[src/rtl/fc_layer.sv]
// Fully-connected layer: y[o] = sat(bias[o] + sum_k w[o][k]*x[k]) in signed
// fixed point. The layer walks the flattened pooled map held in DRAM over a
// single-port bus with one outstanding read. Each result is written back to
// the region that the next layer reads as its input.
module fc_layer #(
    parameter int DATA_WIDTH = 32,
    parameter int ADDR_WIDTH = 18,
    parameter int FRAC_BITS  = 16,
    parameter int CNT_WIDTH  = 11
) (
    input  logic                  clk,
    input  logic                  srstn,
    input  logic                  enable,
    input  logic                  dram_valid,
    input  logic [DATA_WIDTH-1:0] data_in,
    output logic [DATA_WIDTH-1:0] data_out,
    output logic [ADDR_WIDTH-1:0] addr_in,
    output logic [ADDR_WIDTH-1:0] addr_out,
    output logic                  dram_en_wr,
    output logic                  dram_en_rd,
    output logic                  done
);

    localparam int ACC_W = 2*DATA_WIDTH + 8;
    localparam int PRD_W = 2*DATA_WIDTH;

    localparam logic [ADDR_WIDTH-1:0] N_ADDR = ADDR_WIDTH'(3);
    localparam logic [ADDR_WIDTH-1:0] M_ADDR = ADDR_WIDTH'(4);
    localparam logic [ADDR_WIDTH-1:0] X_BASE = ADDR_WIDTH'(65536);
    localparam logic [ADDR_WIDTH-1:0] Y_BASE = ADDR_WIDTH'(131072);
    localparam logic [ADDR_WIDTH-1:0] W_BASE = ADDR_WIDTH'(196608);
    localparam logic [ADDR_WIDTH-1:0] A_ONE  = ADDR_WIDTH'(1);
    localparam logic [CNT_WIDTH-1:0]  C_ONE  = CNT_WIDTH'(1);

    localparam logic [DATA_WIDTH-1:0] SAT_POS = {1'b0, {(DATA_WIDTH-1){1'b1}}};
    localparam logic [DATA_WIDTH-1:0] SAT_NEG = {1'b1, {(DATA_WIDTH-1){1'b0}}};

    typedef enum logic [2:0] {
        S_IDLE,
        S_LD_N,
        S_LD_M,
        S_LD_BIAS,
        S_LD_X,
        S_LD_W,
        S_WR,
        S_DONE
    } state_t;

    state_t                         r_state;
    logic        [CNT_WIDTH-1:0]    r_n;
    logic        [CNT_WIDTH-1:0]    r_m;
    logic        [CNT_WIDTH-1:0]    r_k;
    logic        [CNT_WIDTH-1:0]    r_o;
    logic        [ADDR_WIDTH-1:0]   r_wptr;
    logic signed [DATA_WIDTH-1:0]   r_x;
    logic signed [ACC_W-1:0]        r_acc;
    logic        [DATA_WIDTH-1:0]   r_data_out;
    logic        [ADDR_WIDTH-1:0]   r_addr_out;
    logic                           r_wr_en;
    logic                           r_done;

    logic signed [DATA_WIDTH-1:0]   w_din;
    logic signed [PRD_W-1:0]        w_prod;
    logic signed [ACC_W-1:0]        w_acc_mac;
    logic signed [ACC_W-1:0]        w_acc_bias;
    logic signed [ACC_W-1:0]        w_acc_fin;
    logic signed [ACC_W-1:0]        w_shift;
    logic        [DATA_WIDTH-1:0]   w_sat;
    logic                           w_in_range;
    logic                           w_k_last;
    logic                           w_o_last;
    logic        [CNT_WIDTH-1:0]    w_din_cnt;

    assign w_din     = data_in;
    assign w_din_cnt = data_in[CNT_WIDTH-1:0];

    // Full-width signed product and accumulator update; the 8 guard bits
    // keep long dot products from wrapping.
    assign w_prod     = r_x * w_din;
    assign w_acc_mac  = r_acc + {{(ACC_W-PRD_W){w_prod[PRD_W-1]}}, w_prod};
    assign w_acc_bias = {{(ACC_W-DATA_WIDTH){w_din[DATA_WIDTH-1]}}, w_din} <<< FRAC_BITS;

    // Accumulator value that will be final when the FSM enters WR: either the
    // bias alone (N==0) or the last MAC. The output register loads on entry.
    assign w_acc_fin = (r_state == S_LD_BIAS) ? w_acc_bias : w_acc_mac;
    assign w_shift   = w_acc_fin >>> FRAC_BITS;

    // The value fits when every bit above the result's sign bit matches it.
    assign w_in_range = (&w_shift[ACC_W-1:DATA_WIDTH-1]) | ~(|w_shift[ACC_W-1:DATA_WIDTH-1]);
    assign w_sat      = w_in_range ? w_shift[DATA_WIDTH-1:0]
                                   : (w_shift[ACC_W-1] ? SAT_NEG : SAT_POS);

    assign w_k_last = (r_k == r_n - C_ONE);
    assign w_o_last = (r_o == r_m - C_ONE);

    // Read request and address decode straight from the state register, so
    // the address holds steady for as long as the request waits for data.
    always_comb begin
        dram_en_rd = 1'b0;
        addr_in    = '0;
        case (r_state)
            S_LD_N: begin
                dram_en_rd = 1'b1;
                addr_in    = N_ADDR;
            end
            S_LD_M: begin
                dram_en_rd = 1'b1;
                addr_in    = M_ADDR;
            end
            S_LD_BIAS, S_LD_W: begin
                dram_en_rd = 1'b1;
                addr_in    = r_wptr;
            end
            S_LD_X: begin
                dram_en_rd = 1'b1;
                addr_in    = X_BASE + {{(ADDR_WIDTH-CNT_WIDTH){1'b0}}, r_k};
            end
            default: begin
                dram_en_rd = 1'b0;
                addr_in    = '0;
            end
        endcase
    end

    assign data_out   = r_data_out;
    assign addr_out   = r_addr_out;
    assign dram_en_wr = r_wr_en;
    assign done       = r_done;

    // Control FSM. It also owns the datapath registers. The write strobe and
    // done are loaded on entry to WR and DONE, so each is high only for the
    // cycle spent in that state.
    always_ff @(posedge clk or negedge srstn) begin
        if (!srstn) begin
            r_state    <= S_IDLE;
            r_n        <= '0;
            r_m        <= '0;
            r_k        <= '0;
            r_o        <= '0;
            r_wptr     <= '0;
            r_x        <= '0;
            r_acc      <= '0;
            r_data_out <= '0;
            r_addr_out <= '0;
            r_wr_en    <= 1'b0;
            r_done     <= 1'b0;
        end else begin
            r_wr_en <= 1'b0;
            r_done  <= 1'b0;
            case (r_state)
                S_IDLE: begin
                    if (enable) begin
                        r_state <= S_LD_N;
                        r_wptr  <= W_BASE;
                        r_k     <= '0;
                        r_o     <= '0;
                        r_acc   <= '0;
                    end
                end
                S_LD_N: begin
                    if (dram_valid) begin
                        r_n     <= w_din_cnt;
                        r_state <= S_LD_M;
                    end
                end
                S_LD_M: begin
                    if (dram_valid) begin
                        r_m <= w_din_cnt;
                        if (w_din_cnt == '0) begin
                            r_state <= S_DONE;
                            r_done  <= 1'b1;
                        end else begin
                            r_state <= S_LD_BIAS;
                        end
                    end
                end
                S_LD_BIAS: begin
                    if (dram_valid) begin
                        r_acc  <= w_acc_bias;
                        r_wptr <= r_wptr + A_ONE;
                        if (r_n == '0) begin
                            r_state    <= S_WR;
                            r_wr_en    <= 1'b1;
                            r_addr_out <= Y_BASE + {{(ADDR_WIDTH-CNT_WIDTH){1'b0}}, r_o};
                            r_data_out <= w_sat;
                        end else begin
                            r_state <= S_LD_X;
                        end
                    end
                end
                S_LD_X: begin
                    if (dram_valid) begin
                        r_x     <= w_din;
                        r_state <= S_LD_W;
                    end
                end
                S_LD_W: begin
                    if (dram_valid) begin
                        r_acc  <= w_acc_mac;
                        r_wptr <= r_wptr + A_ONE;
                        if (w_k_last) begin
                            r_k        <= '0;
                            r_state    <= S_WR;
                            r_wr_en    <= 1'b1;
                            r_addr_out <= Y_BASE + {{(ADDR_WIDTH-CNT_WIDTH){1'b0}}, r_o};
                            r_data_out <= w_sat;
                        end else begin
                            r_k     <= r_k + C_ONE;
                            r_state <= S_LD_X;
                        end
                    end
                end
                S_WR: begin
                    if (w_o_last) begin
                        r_state <= S_DONE;
                        r_done  <= 1'b1;
                    end else begin
                        r_o     <= r_o + C_ONE;
                        r_state <= S_LD_BIAS;
                    end
                end
                S_DONE: begin
                    r_state <= S_IDLE;
                end
                default: begin
                    r_state <= S_IDLE;
                end
            endcase
        end
    end

endmodule

[config.mk]
export PLATFORM = sky130hd
export DESIGN_NAME = fc_layer
export DESIGN_NICKNAME = d
export VERILOG_FILES = /design/src/rtl/fc_layer.sv
export SDC_FILE = /design/constraint.sdc
export NUM_CORES = 2
export LEC_CHECK = 0
export ABC_AREA = 0
export ABC_CLOCK_PERIOD_IN_PS = 19600
export BUFFER_PORTS_ARGS = -buffer_cell sky130_fd_sc_hd__buf_2
export CAP_MARGIN = 20
export CORE_MARGIN = 5
export CORE_UTILIZATION = 45
export CTS_CLUSTER_DIAMETER = 150
export DETAILED_ROUTE_END_ITERATION = 12
export PLACE_DENSITY = 0.66
export SYNTH_ARGS = -nofsm -noshare
export SYNTH_HDL_FRONTEND = slang
export SYNTH_SLANG_ARGS = --single-unit
[constraint.sdc]
create_clock -name clk -period 19.6 [get_ports clk]
set_input_delay 3.92 -clock clk [delete_from_list [all_inputs] [get_ports clk]]
set_output_delay 3.92 -clock clk [all_outputs]
set_load 0.005 [all_outputs]
* After elaboration in Yosys (flattened, before gate mapping)
Index checks and enable logic that the tools add are counted.
** Operators by class
- Bitwise gates (word level) :: 2
- Eq/ne operators :: 19
- Reductions and logical operators :: 21
- Mux-type cells :: 48
- Add/sub/neg operators :: 8
- Multiply operators :: 1
** Operators with widths (number)
- 2-to-1 mux 72 bit :: 4
- case mux 72 bit (3 select lines) :: 1
- 2-to-1 mux 32 bit :: 6
- 2-to-1 mux 18 bit :: 6
- adder 72 bit :: 1
- case mux 18 bit (2 select lines) :: 2
- case mux 18 bit (4 select lines) :: 1
- multiplier 32 x 32 -> 64 bit :: 1
- case mux 32 bit (2 select lines) :: 1
- 2-to-1 mux 11 bit :: 4
- case mux 11 bit (2 select lines) :: 2
- AND reduction 25 bit :: 1
- OR reduction 25 bit :: 1
- 2-to-1 mux 3 bit :: 8
- case mux 3 bit (8 select lines) :: 1
- adder 11 x 1 -> 11 bit, second input constant :: 2
- == test 11 bit :: 2
- zero test 11 bit :: 2
- subtractor 11 x 1 -> 11 bit, second input constant :: 2
- adder 17 x 11 -> 18 bit, first input constant :: 1
- adder 18 x 1 -> 18 bit, second input constant :: 1
- adder 18 x 11 -> 18 bit, first input constant :: 1
- inequality test 2 bit, second input constant :: 8
- == test 3 bit, second input constant :: 4
- 18 further kinds :: 36
** Word-level totals
- Output and inout bits :: 71
- Register bits after elaboration :: 221
- Input bits :: 36

* Longest topological paths before layout
- Word-level depth :: 10
- Gate-level depth with buffers :: 45
- Depth with buffers taken out :: 41

* Least setup slack after synthesis
OpenSTA, ideal clock, no wires.
- Path kind :: input -> register
- Start point :: input data_in[5]
- End point :: register r_data_out[16] (netlist: data_out[16])
- Arrival :: 14.393 ns
- Path buffers :: 3
- Slack :: 5.127 ns
- Stages on the path :: 35
- Path through :: clkbuf_1 buf_1 nand2_1 inv_1 fa_1 fa_1 fa_1 fa_1 inv_1 fa_1 inv_1 fa_1 fa_1 fa_1 ha_1 a21o_1 a21o_1 a2111oi_0 a21o_1 mux2_1 or2_2 ha_1 a21o_1 a21o_1 a21oi_1 nand3_1 a2111oi_0 a311oi_1 nand3_1 o211ai_1 or3_1 and2_1 a311o_2 buf_6 o211ai_2
** Between the ends
- Cells in the longest elaborated chain, start to end :: 10
- Elaborated cells on any way between the ends :: 14
- Those cells by class :: add/sub (1); mul (1); mux (8); bitwise (2); reduce/logical (2)
** Ends and longest elaborated chain
- start, declared :: line 15 : input logic [DATA_WIDTH-1:0] data_in,
- multiplier 32 x 32 -> 64 bit * :: line 79 : assign w_prod = r_x * w_din;
- adder 72 bit * :: line 80 : assign w_acc_mac = r_acc + {{(ACC_W-PRD_W){w_prod[PRD_W-1]}}, w_prod};
- 2-to-1 mux 72 bit * :: line 85 : assign w_acc_fin = (r_state == S_LD_BIAS) ? w_acc_bias : w_acc_mac;
- OR reduction 25 bit :: line 89 : assign w_in_range = (&w_shift[ACC_W-1:DATA_WIDTH-1]) | ~(|w_shift[ACC_W-1:DATA_WIDTH-1]);
- inverter 1 bit :: line 89
- bitwise OR 1 bit :: line 89
- 2-to-1 mux 32 bit * :: line 90 : assign w_sat = w_in_range ? w_shift[DATA_WIDTH-1:0]
- 2-to-1 mux 32 bit (on tied branches) :: line 201, 181
- 2-to-1 mux 32 bit (on tied branches) :: line 198, 178
- case mux 32 bit (2 select lines) * :: line 150 : case (r_state)
- end signal, assigned :: line 185 : r_data_out <= w_sat;
- end signal, assigned :: line 206 : r_data_out <= w_sat;
- end, declared :: line 57 : logic [DATA_WIDTH-1:0] r_data_out;
Every way passes the cells marked *; elsewhere a longest branch is shown, timed or not. The select of a mux whose other input is x is not followed.
A chain may end at the register's enable or synchronous reset.

* Worst setup path after layout
- Start point :: input data_in[10]
- End point :: register r_data_out[25] (netlist: data_out[25])
The elaborated chain is that of the path after synthesis.

==> impl_metrics.xml <==
<?xml version="1.0" encoding="UTF-8"?>
<metrics>
  <group name="status">
    <metric name="outcome" unit="">finished clean</metric>
  </group>
  <group name="clocking">
    <metric name="tritoncts.num_buffers" unit="">25</metric>
    <metric name="cts_hold_repair.buffers" unit="">0</metric>
    <metric name="postCtsResizedCells" unit="">0</metric>
    <metric name="cts_sinks" unit="">215</metric>
    <metric name="clock_latency" unit="ns">0.56</metric>
    <metric name="clock-root-buffer" unit="">sky130_fd_sc_hd__clkbuf_16</metric>
    <metric name="tritoncts" unit="">built</metric>
    <metric name="clock_pin_slew_of_the_registers_on_the_worst_case_setup_and_hold_paths" unit="ns">0.06</metric>
    <metric name="clock_tree.buffer_depth" unit="">3</metric>
    <metric name="htree_num_levels" unit="">1</metric>
    <metric name="postCtsSetupRepairBufs" unit="">0</metric>
  </group>
  <group name="placed_design">
    <metric name="place.gp.congestion" unit="">0.926</metric>
    <metric name="dpl_wire_length" unit="µm">106000</metric>
    <metric name="port_buffers" unit="">100</metric>
    <metric name="dpl-instance-area" unit="µm²">52200</metric>
  </group>
  <group name="route">
    <metric name="firstDrtPassIters" unit="">6</metric>
    <metric name="vias_after_detailed_routing" unit="">38000</metric>
    <metric name="antenna_violating_nets_post_route" unit="">0</metric>
    <metric name="drc" unit="">0</metric>
    <metric name="wl_met1" unit="µm">59500</metric>
    <metric name="count_of_routing_violations_after_the_opening_detailed_route_iteration" unit="">2855</metric>
    <metric name="route.final.wire_length" unit="µm">137000</metric>
    <metric name="detail_route.vias_per_cell" unit="">5.51</metric>
    <metric name="top_layer" unit="">met4</metric>
    <metric name="met2WireLength" unit="µm">64500</metric>
    <metric name="route.detailed.wl_per_inst" unit="µm">19.8</metric>
    <metric name="wl_met3" unit="µm">8800</metric>
  </group>
  <group name="synth">
    <metric name="synth_edf_count" unit="">0</metric>
    <metric name="ys_dominant_reg_cell" unit="">sky130_fd_sc_hd__dfrtp_1</metric>
    <metric name="ys_seq_elements" unit="">215</metric>
    <metric name="postSynthCellCount" unit="">5514</metric>
    <metric name="synthArstFlopShare" unit="%">100</metric>
    <metric name="synth.avg_cell_area" unit="µm²">9.18</metric>
    <metric name="seq_area_frac_synth" unit="%">10.6</metric>
    <metric name="post_synth_instance_area" unit="µm²">50600</metric>
    <metric name="ys.warnings.count" unit="">0</metric>
    <metric name="yosysUniqueCellTypes" unit="">85</metric>
  </group>
  <group name="setup_path">
    <metric name="worst_ep_required_time" unit="ns">19.97</metric>
    <metric name="timing.rr.start" unit="">r_x[18]</metric>
    <metric name="rrSetupSlack" unit="ns">6.32</metric>
    <metric name="path_type_of_the_worst_setup_path" unit="">input pin to flop</metric>
    <metric name="worstSetupStartpointType" unit="">input pin</metric>
    <metric name="timing.critical_path.from" unit="">data_in[10]</metric>
    <metric name="crit_arrival" unit="ns">16.89</metric>
    <metric name="critical_path_peak_fanout" unit="">38</metric>
    <metric name="critical_path.endpoint_type" unit="">flop</metric>
    <metric name="cp_slowest_cell" unit="">sky130_fd_sc_hd__nor3_1</metric>
    <metric name="crit_path_frequent_cell" unit="">sky130_fd_sc_hd__fa_1</metric>
    <metric name="cpPeakStageDelay" unit="ns">0.85</metric>
  </group>
  <group name="min_path">
    <metric name="worstHoldStart" unit="">addr_out[17]</metric>
    <metric name="min_path_type" unit="">flop to flop</metric>
  </group>
  <group name="floorplan">
    <metric name="num_rows" unit="">123</metric>
    <metric name="core_area" unit="µm²">112000</metric>
    <metric name="die_width" unit="µm">345</metric>
    <metric name="design.die.area" unit="µm²">119000</metric>
    <metric name="design.portCount" unit="">107</metric>
    <metric name="fp.dieH" unit="µm">345</metric>
    <metric name="start_util" unit="%">45.1</metric>
  </group>
  <group name="final_layout">
    <metric name="post_route_cells_drive_above_1_share" unit="%">5.85</metric>
    <metric name="layout_commonest_cell" unit="">sky130_fd_sc_hd__fa_1</metric>
    <metric name="post-route-cell-area" unit="µm²">53100</metric>
    <metric name="flow.area_growth_from_synthesis" unit="%">4.87</metric>
    <metric name="final_cell_mix" unit="">sky130_fd_sc_hd__fa_1 (1083), sky130_fd_sc_hd__inv_1 (981), sky130_fd_sc_hd__nand2_1 (776)</metric>
    <metric name="final_net_count" unit="">6755</metric>
  </group>
  <group name="timing">
    <metric name="slew_headroom" unit="%">19.1</metric>
    <metric name="slew_viol_final" unit="">0</metric>
    <metric name="worst-slew-pin-transition" unit="ns">1.21</metric>
    <metric name="finalClockSkew" unit="ns">0.0235</metric>
    <metric name="timing.final.crit_period" unit="ns">16.53</metric>
    <metric name="finalHoldViolations" unit="">0</metric>
    <metric name="tns" unit="ns">0</metric>
    <metric name="grt_setup_unrepaired" unit="">false</metric>
    <metric name="final_setup_violations" unit="">0</metric>
    <metric name="max_freq" unit="MHz">60.5</metric>
    <metric name="timing.final.crit_share" unit="%">84.3</metric>
  </group>
  <group name="grt">
    <metric name="globalRoute.totalOverflow" unit="">0</metric>
    <metric name="wire_length_of_the_first_global_routing_pass" unit="µm">224000</metric>
    <metric name="maximum_number_of_pins_on_one_net_before_global_route_repair" unit="">110</metric>
    <metric name="overall_global_routing_usage" unit="%">23.2</metric>
    <metric name="number_of_global_route_vias_before_repair" unit="">40400</metric>
    <metric name="grt_antenna_before_repair" unit="">4</metric>
  </group>
  <group name="run">
    <metric name="cap_violations" unit="">0</metric>
  </group>
</metrics>
[state kept, by name, indices dropped and copies added (netlist names)]
name        count
done            1
dram_en_wr      1
r_m            11
data_out       32
r_n            11
addr_out       12
r_x            32
r_k            11
r_state         3
r_wptr         18
r_acc          72
r_o            11
[per-layer routing]
metal / track usage, % / vias up
met1: 33.3 / 19900
met5: 0 / -
li1: - / 16700
met2: 37.9 / 1217
met4: 5.85 / 0
met3: 2.63 / 201
[logic make-up after synthesis]
kind of cell             synth area share, %
other                                0.00740
XOR/XNOR                                3.18
flip-flops                              10.6
AND/OR/NAND/NOR                         16.5
adder cells (fa/ha/maj)                 49.4
multiplexers                            1.91
buffers and inverters                   9.83
AO/OA/AOI/OAI                           8.57
[final timing paths]
path | endpoint | cells past startpoint
setup / recovery | data_out[25] | 36
hold / removal | addr_out[17] | 1
setup reg to reg | data_out[25] | 35
hold reg to reg | addr_out[17] | 1
max in group asynchronous | r_acc[19] | 2
min in group asynchronous | addr_out[6] | 1
[cell type report]
class / count / area [µm²]
Sequential cell: 215 / 5390
Clock buffer: 34 / 729
Timing Repair Buffer: 153 / 941
Inverter: 981 / 3680
Fill cell: 10700 / 59100
Clock inverter: 10 / 133
Multi-Input combinational cell: 3995 / 40400
Tap cell: 1500 / 1880
Antenna cell: 3 / 7.51
[metrics by stage]
step | hold WS [ns] | util (%) | cells | setup slack (ns)
final | 0.464 | 47.3 | 6891 | 3.07
after detailed placement | 0.452 | 46.5 | 6840 | 2.66
after global routing | 0.485 | 47.3 | 6888 | 2.45
after global placement | 0.446 | 46.5 | 6840 | 2.88
after CTS | 0.469 | 47.3 | 6884 | 3.21
after floorplan | 0.450 | - | 5519 | 5.13
[cells in the mapped netlist (6+ instances only)]
master	n	share of area, %
sky130_fd_sc_hd__nor3_1	43	0.42
sky130_fd_sc_hd__nand2_1	777	5.8
sky130_fd_sc_hd__o221ai_1	7	0.12
sky130_fd_sc_hd__clkbuf_1	298	2.2
sky130_fd_sc_hd__dfrtp_1	215	11
sky130_fd_sc_hd__o22ai_1	6	0.074
sky130_fd_sc_hd__ha_1	265	6.5
sky130_fd_sc_hd__fa_1	1083	43
sky130_fd_sc_hd__mux2_2	54	1.2
sky130_fd_sc_hd__xor2_1	72	1.2
sky130_fd_sc_hd__a221oi_1	17	0.29
sky130_fd_sc_hd__a22o_1	10	0.17
sky130_fd_sc_hd__buf_2	11	0.11
sky130_fd_sc_hd__inv_1	981	7.3
sky130_fd_sc_hd__o21a_1	20	0.30
sky130_fd_sc_hd__a31oi_1	12	0.15
sky130_fd_sc_hd__buf_4	6	0.089
sky130_fd_sc_hd__mux2i_1	35	0.69
sky130_fd_sc_hd__and2_1	464	5.7
sky130_fd_sc_hd__nor2_1	191	1.4
sky130_fd_sc_hd__and3_1	38	0.47
sky130_fd_sc_hd__and4_1	7	0.12
sky130_fd_sc_hd__nand3_1	48	0.47
sky130_fd_sc_hd__o21ai_0	133	1.3
sky130_fd_sc_hd__nor4_1	19	0.23
sky130_fd_sc_hd__xnor2_1	112	1.9
sky130_fd_sc_hd__o211ai_1	17	0.25
sky130_fd_sc_hd__nand4_1	45	0.56
sky130_fd_sc_hd__o21bai_1	15	0.22
sky130_fd_sc_hd__a221o_1	35	0.69
sky130_fd_sc_hd__or3_1	19	0.23
sky130_fd_sc_hd__or4_1	7	0.10
sky130_fd_sc_hd__o31ai_1	10	0.15
sky130_fd_sc_hd__o211ai_2	30	0.74
sky130_fd_sc_hd__nand2b_1	33	0.41
sky130_fd_sc_hd__a211oi_1	10	0.15
sky130_fd_sc_hd__a21oi_1	185	1.8
sky130_fd_sc_hd__a21o_1	58	0.86
sky130_fd_sc_hd__nor2b_1	19	0.23
sky130_fd_sc_hd__buf_1	9	0.067
[critical path, delay by kind of cell]
kind	cells	cell delay, ns
buffers and inverters	3	0.86
xor gates and xnor gates	2	0.50
and+or+nand+nor	9	2.96
AOI/OAI and AO/OA	12	3.64
adders and majority gates	10	4.88
Power is left out: the tool's default activity adds up to more than one toggle a clock period on the data nets, which glitch-free logic cannot reach.
